`src/rtl/riscv_def.sv`:
```
// Shared core definitions: ALU and LSU operation codes, LSU FSM state encoding
// and small LSU op-decode helpers.
package riscv_def;

  // ALU operation codes (execute stage)
  localparam logic [3:0] AluOp_ADD  = 4'h0;
  localparam logic [3:0] AluOp_SUB  = 4'h1;
  localparam logic [3:0] AluOp_AND  = 4'h2;
  localparam logic [3:0] AluOp_OR   = 4'h3;
  localparam logic [3:0] AluOp_XOR  = 4'h4;
  localparam logic [3:0] AluOp_SLL  = 4'h5;
  localparam logic [3:0] AluOp_SRL  = 4'h6;
  localparam logic [3:0] AluOp_SRA  = 4'h7;
  localparam logic [3:0] AluOp_SLT  = 4'h8;
  localparam logic [3:0] AluOp_SLTU = 4'h9;

  // LSU operation codes; codes above LsuOp_SW behave as LsuOp_NONE
  localparam logic [3:0] LsuOp_NONE = 4'h0;
  localparam logic [3:0] LsuOp_LB   = 4'h1;
  localparam logic [3:0] LsuOp_LH   = 4'h2;
  localparam logic [3:0] LsuOp_LW   = 4'h3;
  localparam logic [3:0] LsuOp_LBU  = 4'h4;
  localparam logic [3:0] LsuOp_LHU  = 4'h5;
  localparam logic [3:0] LsuOp_SB   = 4'h6;
  localparam logic [3:0] LsuOp_SH   = 4'h7;
  localparam logic [3:0] LsuOp_SW   = 4'h8;

  typedef enum logic [1:0] {
    LsuSt_IDLE = 2'd0,
    LsuSt_REQ  = 2'd1,
    LsuSt_WAIT = 2'd2,
    LsuSt_RESP = 2'd3
  } lsu_state_e;

  function automatic logic lsu_is_load(input logic [3:0] op);
    return op inside {LsuOp_LB, LsuOp_LH, LsuOp_LW, LsuOp_LBU, LsuOp_LHU};
  endfunction

  function automatic logic lsu_is_store(input logic [3:0] op);
    return op inside {LsuOp_SB, LsuOp_SH, LsuOp_SW};
  endfunction

  function automatic logic lsu_is_half(input logic [3:0] op);
    return op inside {LsuOp_LH, LsuOp_LHU, LsuOp_SH};
  endfunction

  function automatic logic lsu_is_word(input logic [3:0] op);
    return op inside {LsuOp_LW, LsuOp_SW};
  endfunction

endpackage

```
`src/rtl/lsu_load_align.sv`:
```
// Load data alignment: picks the byte/half lane addressed by addr[1:0] out of
// the returned memory word and sign- or zero-extends it per lsu_op.
// Ports: rdata (memory word), addr (low address bits), lsu_op (load code),
//        data (extended 32-bit result).
module lsu_load_align
  import riscv_def::*;
(
  input  logic [31:0] rdata,
  input  logic [1:0]  addr,
  input  logic [3:0]  lsu_op,
  output logic [31:0] data
);

  logic [7:0]  byte_val;
  logic [15:0] half_val;

  always_comb begin
    byte_val = rdata[{addr, 3'b000} +: 8];
    half_val = addr[1] ? rdata[31:16] : rdata[15:0];
    case (lsu_op)
      LsuOp_LB:  data = {{24{byte_val[7]}}, byte_val};
      LsuOp_LBU: data = {24'h0, byte_val};
      LsuOp_LH:  data = {{16{half_val[15]}}, half_val};
      LsuOp_LHU: data = {16'h0, half_val};
      default:   data = rdata;
    endcase
  end

endmodule

```
`src/rtl/lsu_mem_stage.sv`:
```
// Memory stage behind the execute ALU. Accepts one op at a time, performs a
// single load/store over a req/gnt/rvalid data-memory port and emits a
// one-cycle writeback pulse (load data or alu_result pass-through).
// Ports: clk/rst (sync active-high); ex_valid/ex_ready/lsu_op/alu_result/
//        store_data/rd_in from execute; dmem_* memory port; wb_valid/wb_rd/
//        wb_data writeback; misalign_exc trap pulse.
// Build option LSU_MISALIGN_TRAP_EN: misaligned ops raise misalign_exc and
// skip the bus; otherwise the address is aligned down and the access proceeds.
module lsu_mem_stage
  import riscv_def::*;
#(
  parameter int unsigned XLEN = 32,
  parameter int unsigned RD_W = 5
) (
  input  logic            clk,
  input  logic            rst,
  input  logic            ex_valid,
  output logic            ex_ready,
  input  logic [3:0]      lsu_op,
  input  logic [XLEN-1:0] alu_result,
  input  logic [XLEN-1:0] store_data,
  input  logic [RD_W-1:0] rd_in,
  output logic            dmem_req,
  output logic            dmem_we,
  output logic [XLEN-1:0] dmem_addr,
  output logic [3:0]      dmem_be,
  output logic [XLEN-1:0] dmem_wdata,
  input  logic            dmem_gnt,
  input  logic            dmem_rvalid,
  input  logic [XLEN-1:0] dmem_rdata,
  output logic            wb_valid,
  output logic [RD_W-1:0] wb_rd,
  output logic [XLEN-1:0] wb_data,
  output logic            misalign_exc
);

  lsu_state_e      state_q, state_d;
  logic [3:0]      op_q;
  logic [XLEN-1:0] addr_q, sdata_q, wb_data_q;
  logic [RD_W-1:0] rd_q;
  logic [XLEN-1:0] addr_in, load_data;
  logic            accept, is_mem_in, trap_in;
  logic [1:0]      lane;

  assign accept    = ex_valid && (state_q == LsuSt_IDLE);
  assign is_mem_in = lsu_is_load(lsu_op) || lsu_is_store(lsu_op);
  assign lane      = addr_q[1:0];

`ifdef LSU_MISALIGN_TRAP_EN
  logic misalign_in, exc_q;
  assign misalign_in  = (lsu_is_half(lsu_op) && alu_result[0]) ||
                        (lsu_is_word(lsu_op) && (alu_result[1:0] != 2'b00));
  assign trap_in      = accept && is_mem_in && misalign_in;
  assign addr_in      = alu_result;
  assign misalign_exc = exc_q;

  always_ff @(posedge clk) begin
    if (rst) exc_q <= 1'b0;
    else     exc_q <= trap_in;
  end
`else
  assign trap_in      = 1'b0;
  assign misalign_exc = 1'b0;

  // Misaligned accesses silently drop the offending low address bits.
  always_comb begin
    addr_in = alu_result;
    if (lsu_is_half(lsu_op)) addr_in[0]   = 1'b0;
    if (lsu_is_word(lsu_op)) addr_in[1:0] = 2'b00;
  end
`endif

  lsu_load_align u_load_align (
    .rdata  (dmem_rdata),
    .addr   (lane),
    .lsu_op (op_q),
    .data   (load_data)
  );

  always_comb begin
    state_d = state_q;
    unique case (state_q)
      LsuSt_IDLE: begin
        if (accept) begin
          if (!is_mem_in)    state_d = LsuSt_RESP;
          else if (!trap_in) state_d = LsuSt_REQ;
        end
      end
      LsuSt_REQ: begin
        if (dmem_gnt) state_d = lsu_is_store(op_q) ? LsuSt_IDLE : LsuSt_WAIT;
      end
      LsuSt_WAIT: begin
        if (dmem_rvalid) state_d = LsuSt_RESP;
      end
      LsuSt_RESP: state_d = LsuSt_IDLE;
      default:    state_d = LsuSt_IDLE;
    endcase
  end

  always_ff @(posedge clk) begin
    if (rst) begin
      state_q   <= LsuSt_IDLE;
      op_q      <= LsuOp_NONE;
      addr_q    <= '0;
      sdata_q   <= '0;
      rd_q      <= '0;
      wb_data_q <= '0;
    end else begin
      state_q <= state_d;
      if (accept) begin
        op_q    <= lsu_op;
        addr_q  <= addr_in;
        sdata_q <= store_data;
        rd_q    <= rd_in;
        if (!is_mem_in) wb_data_q <= alu_result;
      end
      if (state_q == LsuSt_WAIT && dmem_rvalid) wb_data_q <= load_data;
    end
  end

  // Bus outputs are only driven while requesting so the idle port reads as 0.
  always_comb begin
    ex_ready   = (state_q == LsuSt_IDLE);
    dmem_req   = (state_q == LsuSt_REQ);
    dmem_we    = dmem_req && lsu_is_store(op_q);
    dmem_addr  = '0;
    dmem_be    = 4'b0000;
    dmem_wdata = '0;
    if (dmem_req) begin
      dmem_addr = {addr_q[XLEN-1:2], 2'b00};
      case (op_q)
        LsuOp_LB, LsuOp_LBU, LsuOp_SB: dmem_be = 4'b0001 << lane;
        LsuOp_LH, LsuOp_LHU, LsuOp_SH: dmem_be = 4'b0011 << {lane[1], 1'b0};
        LsuOp_LW, LsuOp_SW:            dmem_be = 4'b1111;
        default:                       dmem_be = 4'b0000;
      endcase
      case (op_q)
        LsuOp_SB: dmem_wdata = {4{sdata_q[7:0]}};
        LsuOp_SH: dmem_wdata = {2{sdata_q[15:0]}};
        LsuOp_SW: dmem_wdata = sdata_q;
        default:  dmem_wdata = '0;
      endcase
    end
    wb_valid = (state_q == LsuSt_RESP);
    wb_rd    = wb_valid ? rd_q : '0;
    wb_data  = wb_valid ? wb_data_q : '0;
  end

endmodule

```
`config.mk`:
```
export PLATFORM = sky130hd
export DESIGN_NAME = lsu_mem_stage
export DESIGN_NICKNAME = d
export VERILOG_FILES = /design/src/rtl/riscv_def.sv /design/src/rtl/lsu_load_align.sv /design/src/rtl/lsu_mem_stage.sv
export SDC_FILE = /design/constraint.sdc
export NUM_CORES = 1
export LEC_CHECK = 0
export BUFFER_PORTS_ARGS = -buffer_cell sky130_fd_sc_hd__buf_2
export CAP_MARGIN = 20
export CORE_MARGIN = 4
export CORE_UTILIZATION = 50
export CTS_CLUSTER_DIAMETER = 50
export DETAILED_ROUTE_END_ITERATION = 8
export HOLD_SLACK_MARGIN = 0.05
export PLACE_DENSITY = 0.81
export SLEW_MARGIN = 25
export SYNTH_ARGS = -nofsm -noshare
export SYNTH_HDL_FRONTEND = slang
export SYNTH_SLANG_ARGS = --single-unit
export TNS_END_PERCENT = 5
```
`constraint.sdc`:
```
create_clock -name clk -period 2.1 [get_ports clk]
set_input_delay 0.42 -clock clk [delete_from_list [all_inputs] [get_ports clk]]
set_output_delay 0.42 -clock clk [all_outputs]
set_load 0.05 [all_outputs]
```
==> out/results.tsv, run 1 <==
stage	metric	value	unit
status	status	complete, but fails checks	
status	violations	negative setup slack	
worst_setup_path	reg2regPathDepth	7	
clock_network	tritoncts	yes	
job	maxCapViolations	0	
synth	synthSimpleGateAreaFrac	25.31	%
worst_setup_path	arrival	1750	ps
timing	timing.final.hold_violations	0	
power	p_seq_share	42.1	%
cells_and_area	seqCellArea	0.002157	mm2
routing	wl_met2	10270	um
floorplan	fp.dieH	117.5	um
synth	yosys.area_share.xor_xnor	0.1462	%
timing	hold_ws	299.4	ps
timing	fmax	461.4	MHz
timing	setup_ws	-67.10	ps
worst_setup_path	worst-setup-path-type	reg -> out	
timing	clock_skew	4.937	ps
clock_network	clockBufferDepth	2	
synth	synth_compound_area_share	26.71	%
synth	yosysUniqueCellTypes	54	
clock_network	root_buffer	clkbuf_16	
floorplan	die_x	117.5	um
clock_network	worstSkewPairLatency	350	ps
synth	synthAdderAreaFrac	0	%
min_path	min-delay-start	store_data[28]	
clock_network	numCtsBuffers	9	
synth	synth_area	0.005992	mm2
worst_setup_path	cpLargestDelayFamily	buffers and inverters	
cells_and_area	num-fill-cells	853	
timing	drv_slew	0	
timing	setup_viol	27	
clock_network	ctsHoldBuffers	0	
worst_setup_path	critical_path.slowest_cell	dfxtp_4	
power	max-vdd-ir-drop	0.6584	mV
cells_and_area	finalNetCount	1088	
power	p_int	3.702	mW
floorplan	rows	39	
routing	drt-wirelength-per-cell	19.29	um
power	power.density	650.2	mW/mm2
worst_setup_path	path_cells	inv_6, nor3b_4, buf_4, buf_12, o21a_2, and2_4, buf_8	
routing	ant_nets	0	
synth	synth_top_family_by_area	compound AO/OA/AOI/OAI gates	
worst_setup_path	rr_startpoint	op_q[2]$_SDFFE_PP0P_	
routing	drt-total-wl	21740	um
power	clockPowerShare	30.9	%
synth	syn_area_per_cell	7.722	um2
power	p_comb_share	27.1	%
worst_setup_path	r2r_setup_slack	80	ps
synth	seq_area_frac_synth	35.75	%
place	io_buffers	216	
timing	timing.slew.headroom	56.42	%
grt	grt_pass1_vias	6355	
routing	post_drt_via_cell_ratio	5.971	
cells_and_area	final_core_util	73.43	%
cells_and_area	final_cell_mix	nand2_1 (170), buf_2 (159), dfxtp_1 (103), a21oi_1 (83), buf_4 (48)	
synth	muxShareOfSynthArea	4.991	%
floorplan	core_area	0.01156	mm2
worst_setup_path	reg2reg_to	wb_data_q[29]$_SDFFE_PP0P_	
routing	drt_iter0_drc	499	
worst_setup_path	cp_max_fo	10	
grt	antenna_found_initial	1	
routing	first_pass_iters	5	
worst_setup_path	cp_data_required_time	1680	ps
worst_setup_path	crit_buf_inv	4	
synth	yosys_warnings	0	
timing	min_period	2167	ps
routing	drc	0	
power	power_switching_share	32.96	%
routing	wl_met1	8668	um
worst_setup_path	start_kind	flop	
min_path	min_path_type	in -> reg	
floorplan	die_area	0.01380	mm2
place	gp_congestion	0.9694	
timing	fin_setup_tns	-1072	ps
timing	worstMarginPinSlew	653.8	ps
clock_network	clkTransAtPathRegs	70	ps
cells_and_area	multi_input_area	0.003902	mm2
clock_network	h-tree-depth	3	
timing	period_share	103.2	%
worst_setup_path	cpPeakStageDelay	390	ps
grt	grt_usage	29.60	%
grt	grt_max_degree	74	
grt	gr-total-overflow	0	
min_path	hold_depth	3	
power	power_switching	1.820	mW
routing	top_layer	met4	
worst_setup_path	worst_setup_path_end_kind	output port	
synth	synth_cells	776	
routing	num_vias	6729	
routing	wl_met3	2158	um
place	place_ws	15.15	ps
place	dp_hpwl	14820	um
grt	grt_pass1_wl	33410	um
cells_and_area	post_route_cells_drive_above_1_share	39.27	%
power	power.leakage	3.707	nW
timing	grt_setup_unrepaired	yes	
min_path	min_to	sdata_q[28]$_SDFFE_PP0P_	
floorplan	ios	220	
cells_and_area	final_common_cell	nand2_1	
cells_and_area	area_growth	41.72	%
floorplan	start_util	51.81	%
synth	ys_ff_latch	107	
clock_network	clock_sinks	107	
==> state kept, by name (all words and copies together), names as in the netlist <==
signal,flops
op_q,4
wb_data_q,32
state_q,2
rd_q,5
addr_q,32
sdata_q,32
==> cell families after synthesis <==
logic type / count (synthesis)
XOR/XNOR: 1
multiplexers: 25
AO/OA/AOI/OAI: 239
flip-flops: 107
other: 1
buffers and inverters: 90
AND/OR/NAND/NOR: 313
==> tightest hold or removal path: cells and delay by family <==
family,cells,cell delay [ps]
simple gates,1,40
compound gates,1,50
buf+inv,1,90
==> area by class of cell <==
type	count	share of cell area, %
Multi-Input combinational cell	582	45.96
Sequential cell	107	25.40
Timing Repair Buffer	266	22.51
Clock buffer	14	2.991
Tap cell	143	2.107
Inverter	12	0.5894
Clock inverter	2	0.4126
Antenna cell	1	0.02947
==> routing by layer <==
metal | vias up | GRT usage, %
met3 | 51 | 7.448
li1 | 3151 | -
met4 | 0 | 12.31
met2 | 382 | 47.33
met1 | 3145 | 38.23
met5 | - | 0
==> how the worst max path moves through the flow <==
| stage | to | start | cells after the start |
|---|---|---|---|
| finish | dmem_wdata[1] | op_q[1]$_SDFFE_PP0P_ | 7 |
| detailed placement | wb_data_q[28]$_SDFFE_PP0P_ | dmem_rdata[31] | 6 |
| floorplan | dmem_addr[22] | state_q[0]$_SDFFE_PP0P_ | 6 |
| CTS | dmem_wdata[5] | op_q[2]$_SDFFE_PP0P_ | 6 |
| global route | dmem_wdata[1] | op_q[1]$_SDFFE_PP0P_ | 7 |
| global placement | wb_data_q[8]$_SDFFE_PP0P_ | dmem_rdata[31] | 5 |
==> cells in the mapped netlist (all sizes together) <==
master / count / area (um2)
a2111oi: 13 / 136.4
a211o: 1 / 8.760
a211oi: 28 / 222.7
a21boi: 1 / 7.510
a21o: 1 / 7.510
a21oi: 105 / 536.8
a221oi: 14 / 128.9
a22oi: 8 / 60.06
a31o: 2 / 17.52
a31oi: 15 / 93.84
and2: 41 / 256.5
and3: 39 / 244.0
and3b: 3 / 26.28
buf: 37 / 222.7
clkbuf: 41 / 153.9
conb: 1 / 3.750
dfxtp: 107 / 2142
inv: 12 / 45.04
mux2: 9 / 101.4
mux2i: 13 / 130.1
mux4: 3 / 67.56
nand2: 180 / 675.7
nand2b: 4 / 25.02
nand3: 15 / 75.07
nand3b: 2 / 15.01
nand4b: 1 / 8.760
nor2: 16 / 60.06
nor3: 3 / 26.28
nor3b: 3 / 32.53
nor4: 1 / 21.27
nor4b: 1 / 15.01
nor4bb: 1 / 10.01
o211a: 7 / 70.07
o211ai: 2 / 15.01
o21a: 2 / 15.01
o21ai: 13 / 76.33
o21bai: 6 / 45.04
o31a: 1 / 8.760
o31ai: 20 / 150.1
or3: 1 / 6.260
or3b: 1 / 11.26
or4: 1 / 7.510
xor2: 1 / 8.760
==> timing repair <==
item / CTS / global route
setup buffers: 3 / 2
gates resized for setup: 111 / 34
gates cloned: 2 / 0
endpoints found under the hold margin: 0 / 0
setup endpoints to repair: 64 / 82
pin swaps: 3 / 6
==> per-stage QoR <==
step / area, um2 / cells / power (mW)
global route: 8492 / 1127 / 5.721
global placement: 7680 / 1103 / 3.724
floorplan: 6336 / 778 / 3.275
CTS: 8357 / 1124 / 5.475
finish: 8492 / 1127 / 5.522
detailed placement: 7680 / 1103 / 3.743
==> power by group through the flow <==
stage	Sequential [mW]	Combinational, mW	Clock (mW)
2_1_floorplan	2.31	0.961	0
3_3_place_gp	2.35	1.37	0
3_5_place_dp	2.36	1.39	0
4_1_cts	2.31	1.43	1.73
5_1_grt	2.34	1.61	1.78
6_report	2.32	1.49	1.71
Note: power is estimated with default switching activity, not from simulation.
==> run 2: changes to the inputs <==
Settings changed: CAP_MARGIN 20 to 25, CORE_UTILIZATION 50 to 40, PLACE_DENSITY 0.81 to 0.67.
==> run 2 against run 1 <==
The flow still finishes with violations (negative setup slack). Largest power group unchanged. Worst setup slack gained 32 ps. Worst hold slack lost 4.0 ps. Combinational power is essentially flat. Total power shrank 1.8%. Cell count grew 4.2%.
==> out/results.tsv, run 2 (synthesis results as in run 1) <==
stage	metric	value	unit	change
place	io_buffers	216		unchanged
status	status	complete, but fails checks		
power	power.leakage	3.838	nW	+3.5%
worst_setup_path	cpPeakStageDelay	400	ps	about the same
clock_network	clockBufferDepth	2		unchanged
floorplan	core_area	0.01459	mm2	+26%
power	power.density	625.8	mW/mm2	-3.8%
worst_setup_path	worst_setup_path_end_kind	output port		
clock_network	clkTransAtPathRegs	80	ps	about the same
min_path	min-delay-start	store_data[20]		
worst_setup_path	crit_buf_inv	3		-1
place	dp_cells	1146		+3.9%
floorplan	die_x	130.4	um	+11%
grt	antenna_found_initial	0		-1
clock_network	worstSkewPairLatency	360	ps	about the same
timing	clock_skew	12.47	ps	+7.537 ps
power	p_seq_share	42.8	%	+0.7 points
routing	drt_iter0_drc	409		-18%
power	clockPowerShare	29.1	%	-1.8 points
floorplan	fp.dieH	130.4	um	+11%
routing	drc	0		unchanged
timing	drv_slew	0		unchanged
worst_setup_path	critical_path.slowest_cell	dfxtp_4		
timing	period_share	101.7	%	-1.5 points
status	violations	negative setup slack		
timing	timing.final.hold_violations	0		unchanged
worst_setup_path	path_cells	inv_6, nor3b_4, buf_6, nand2_2, a21oi_4, buf_8		
worst_setup_path	cp_max_fo	8		-2
routing	num_vias	6577		-2.3%
timing	timing.slew.headroom	53.09	%	-3.3 points
worst_setup_path	arrival	1720	ps	-30 ps
floorplan	start_util	41.07	%	-11 points
worst_setup_path	cp.depth	6		-1
cells_and_area	fin_cells	1174		+4.2%
floorplan	ios	220		unchanged
worst_setup_path	rr_startpoint	op_q[1]$_SDFFE_PP0P_		
cells_and_area	finalNetCount	1095		+0.64%
clock_network	clock_sinks	107		unchanged
worst_setup_path	reg2regPathDepth	5		-2
grt	grt_usage	25.29	%	-4.3 points
power	p_comb_share	28.1	%	+1.0 points
cells_and_area	final_core_util	59.39	%	-14 points
cells_and_area	area_growth	44.60	%	
power	max-vdd-ir-drop	0.4246	mV	-36%
min_path	min_to	sdata_q[20]$_SDFFE_PP0P_		
power	power	5.422	mW	-1.8%
place	dpl_cell_area	0.007784	mm2	+1.4%
timing	fin_setup_tns	-402.8	ps	+669.4 ps
power	power_switching	1.862	mW	+2.3%
routing	first_pass_iters	4		-1
cells_and_area	fin_area	0.008665	mm2	+2.0%
grt	grt_pass1_vias	6229		-2.0%
worst_setup_path	cpLargestDelayFamily	buffers and inverters		
min_path	min_path_type	in -> reg		
grt	grt_max_degree	108		+46%
power	power_switching_share	34.34	%	+1.4 points
floorplan	die_area	0.01700	mm2	+23%
timing	setup_ws	-35.46	ps	+31.63 ps
place	place_ws	45.13	ps	+29.98 ps
place	dp_hpwl	15410	um	+4.0%
timing	setup_viol	23		-15%
worst_setup_path	cp_data_required_time	1680	ps	about the same
grt	gr-total-overflow	0		unchanged
cells_and_area	antennaDiodeCount	0		-1
worst_setup_path	reg2reg_to	wb_data_q[13]$_SDFFE_PP0P_		
worst_setup_path	worst-setup-path-type	reg -> out		
place	gp_congestion	0.8920		-8.0%
clock_network	tritoncts	yes		
clock_network	h-tree-depth	3		unchanged
routing	ant_nets	0		unchanged
timing	hold_ws	295.4	ps	-4.043 ps
clock_network	numCtsBuffers	9		unchanged
min_path	hold_depth	3		unchanged
cells_and_area	top_regs	addr_q x32, sdata_q x32, wb_data_q x32		
timing	grt_setup_unrepaired	yes		
worst_setup_path	r2r_setup_slack	110	ps	+30 ps
power	p_int	3.560	mW	-3.8%
clock_network	root_buffer	clkbuf_16		
timing	fmax	468.3	MHz	+1.5%
routing	drt-wirelength-per-cell	18.80	um	-2.6%
routing	drt-total-wl	22070	um	+1.5%
grt	grt_pass1_wl	33780	um	+1.1%
worst_setup_path	start_kind	flop		
floorplan	rows	44		+13%
cells_and_area	final_cell_mix	nand2_1 (166), buf_2 (166), dfxtp_1 (102), a21oi_1 (83), buf_4 (42)		
clock_network	ctsHoldBuffers	0		unchanged
timing	worstMarginPinSlew	702.8	ps	+49.07 ps
cells_and_area	post_route_cells_drive_above_1_share	40.61	%	+1.3 points
routing	post_drt_via_cell_ratio	5.602		-6.2%
job	maxCapViolations	0		unchanged
timing	min_period	2135	ps	-31.63 ps
run 2: area by class of cell:
| class | count | area, um2 |
|---|---|---|
| well taps | 184 | 230.2 |
| flip-flops and latches | 107 | 2156 |
| fillers | 1305 | 5924 |
| clock inverters | 5 | 30.03 |
| repair buffers | 273 | 2001 |
| multi-input cells | 582 | 3965 |
| clock buffers | 11 | 232.7 |
| inverters | 12 | 50.05 |
run 2: worst register-to-register path: cells and delay by family (launching register included):
kind	cells	cell delay, ps
DFF	1	400
buffers and inverters	1	170
AOI/OAI and AO/OA	3	1080
and+or+nand+nor	1	220
run 2: worst max-delay path by stage:
stage	slack [ps]	to	start
after detailed placement	50	wb_data_q[8]$_SDFFE_PP0P_	op_q[2]$_SDFFE_PP0P_
after CTS	-60	dmem_wdata[13]	op_q[1]$_SDFFE_PP0P_
after global routing	-110	dmem_wdata[11]	op_q[0]$_SDFFE_PP0P_
final	-40	dmem_wdata[9]	op_q[1]$_SDFFE_PP0P_
after global placement	100	wb_data_q[8]$_SDFFE_PP0P_	op_q[2]$_SDFFE_PP0P_
after floorplan	-30	dmem_addr[22]	state_q[0]$_SDFFE_PP0P_
run 2: per-layer routing:
layer / GRT usage, % / routed length (um)
met1: 35.12 / 9581
met2: 39.35 / 10310
met3: 6.179 / 1723
met4: 7.139 / 453
met5: 0 / 0
run 2: repair_timing:
item,CTS,global route
pin swaps,7,14
resized for setup,114,46
setup endpoints to repair,64,91
cloned,2,1
buffers inserted,9,2
run 2: power by group through the flow:
stage | Clock, mW | Combinational [mW] | Sequential (mW)
after floorplan | 0 | 0.961 | 2.31
after global placement | 0 | 1.42 | 2.35
after detailed placement | 0 | 1.43 | 2.35
after CTS | 1.61 | 1.48 | 2.31
after global routing | 1.70 | 1.65 | 2.34
final | 1.58 | 1.52 | 2.32
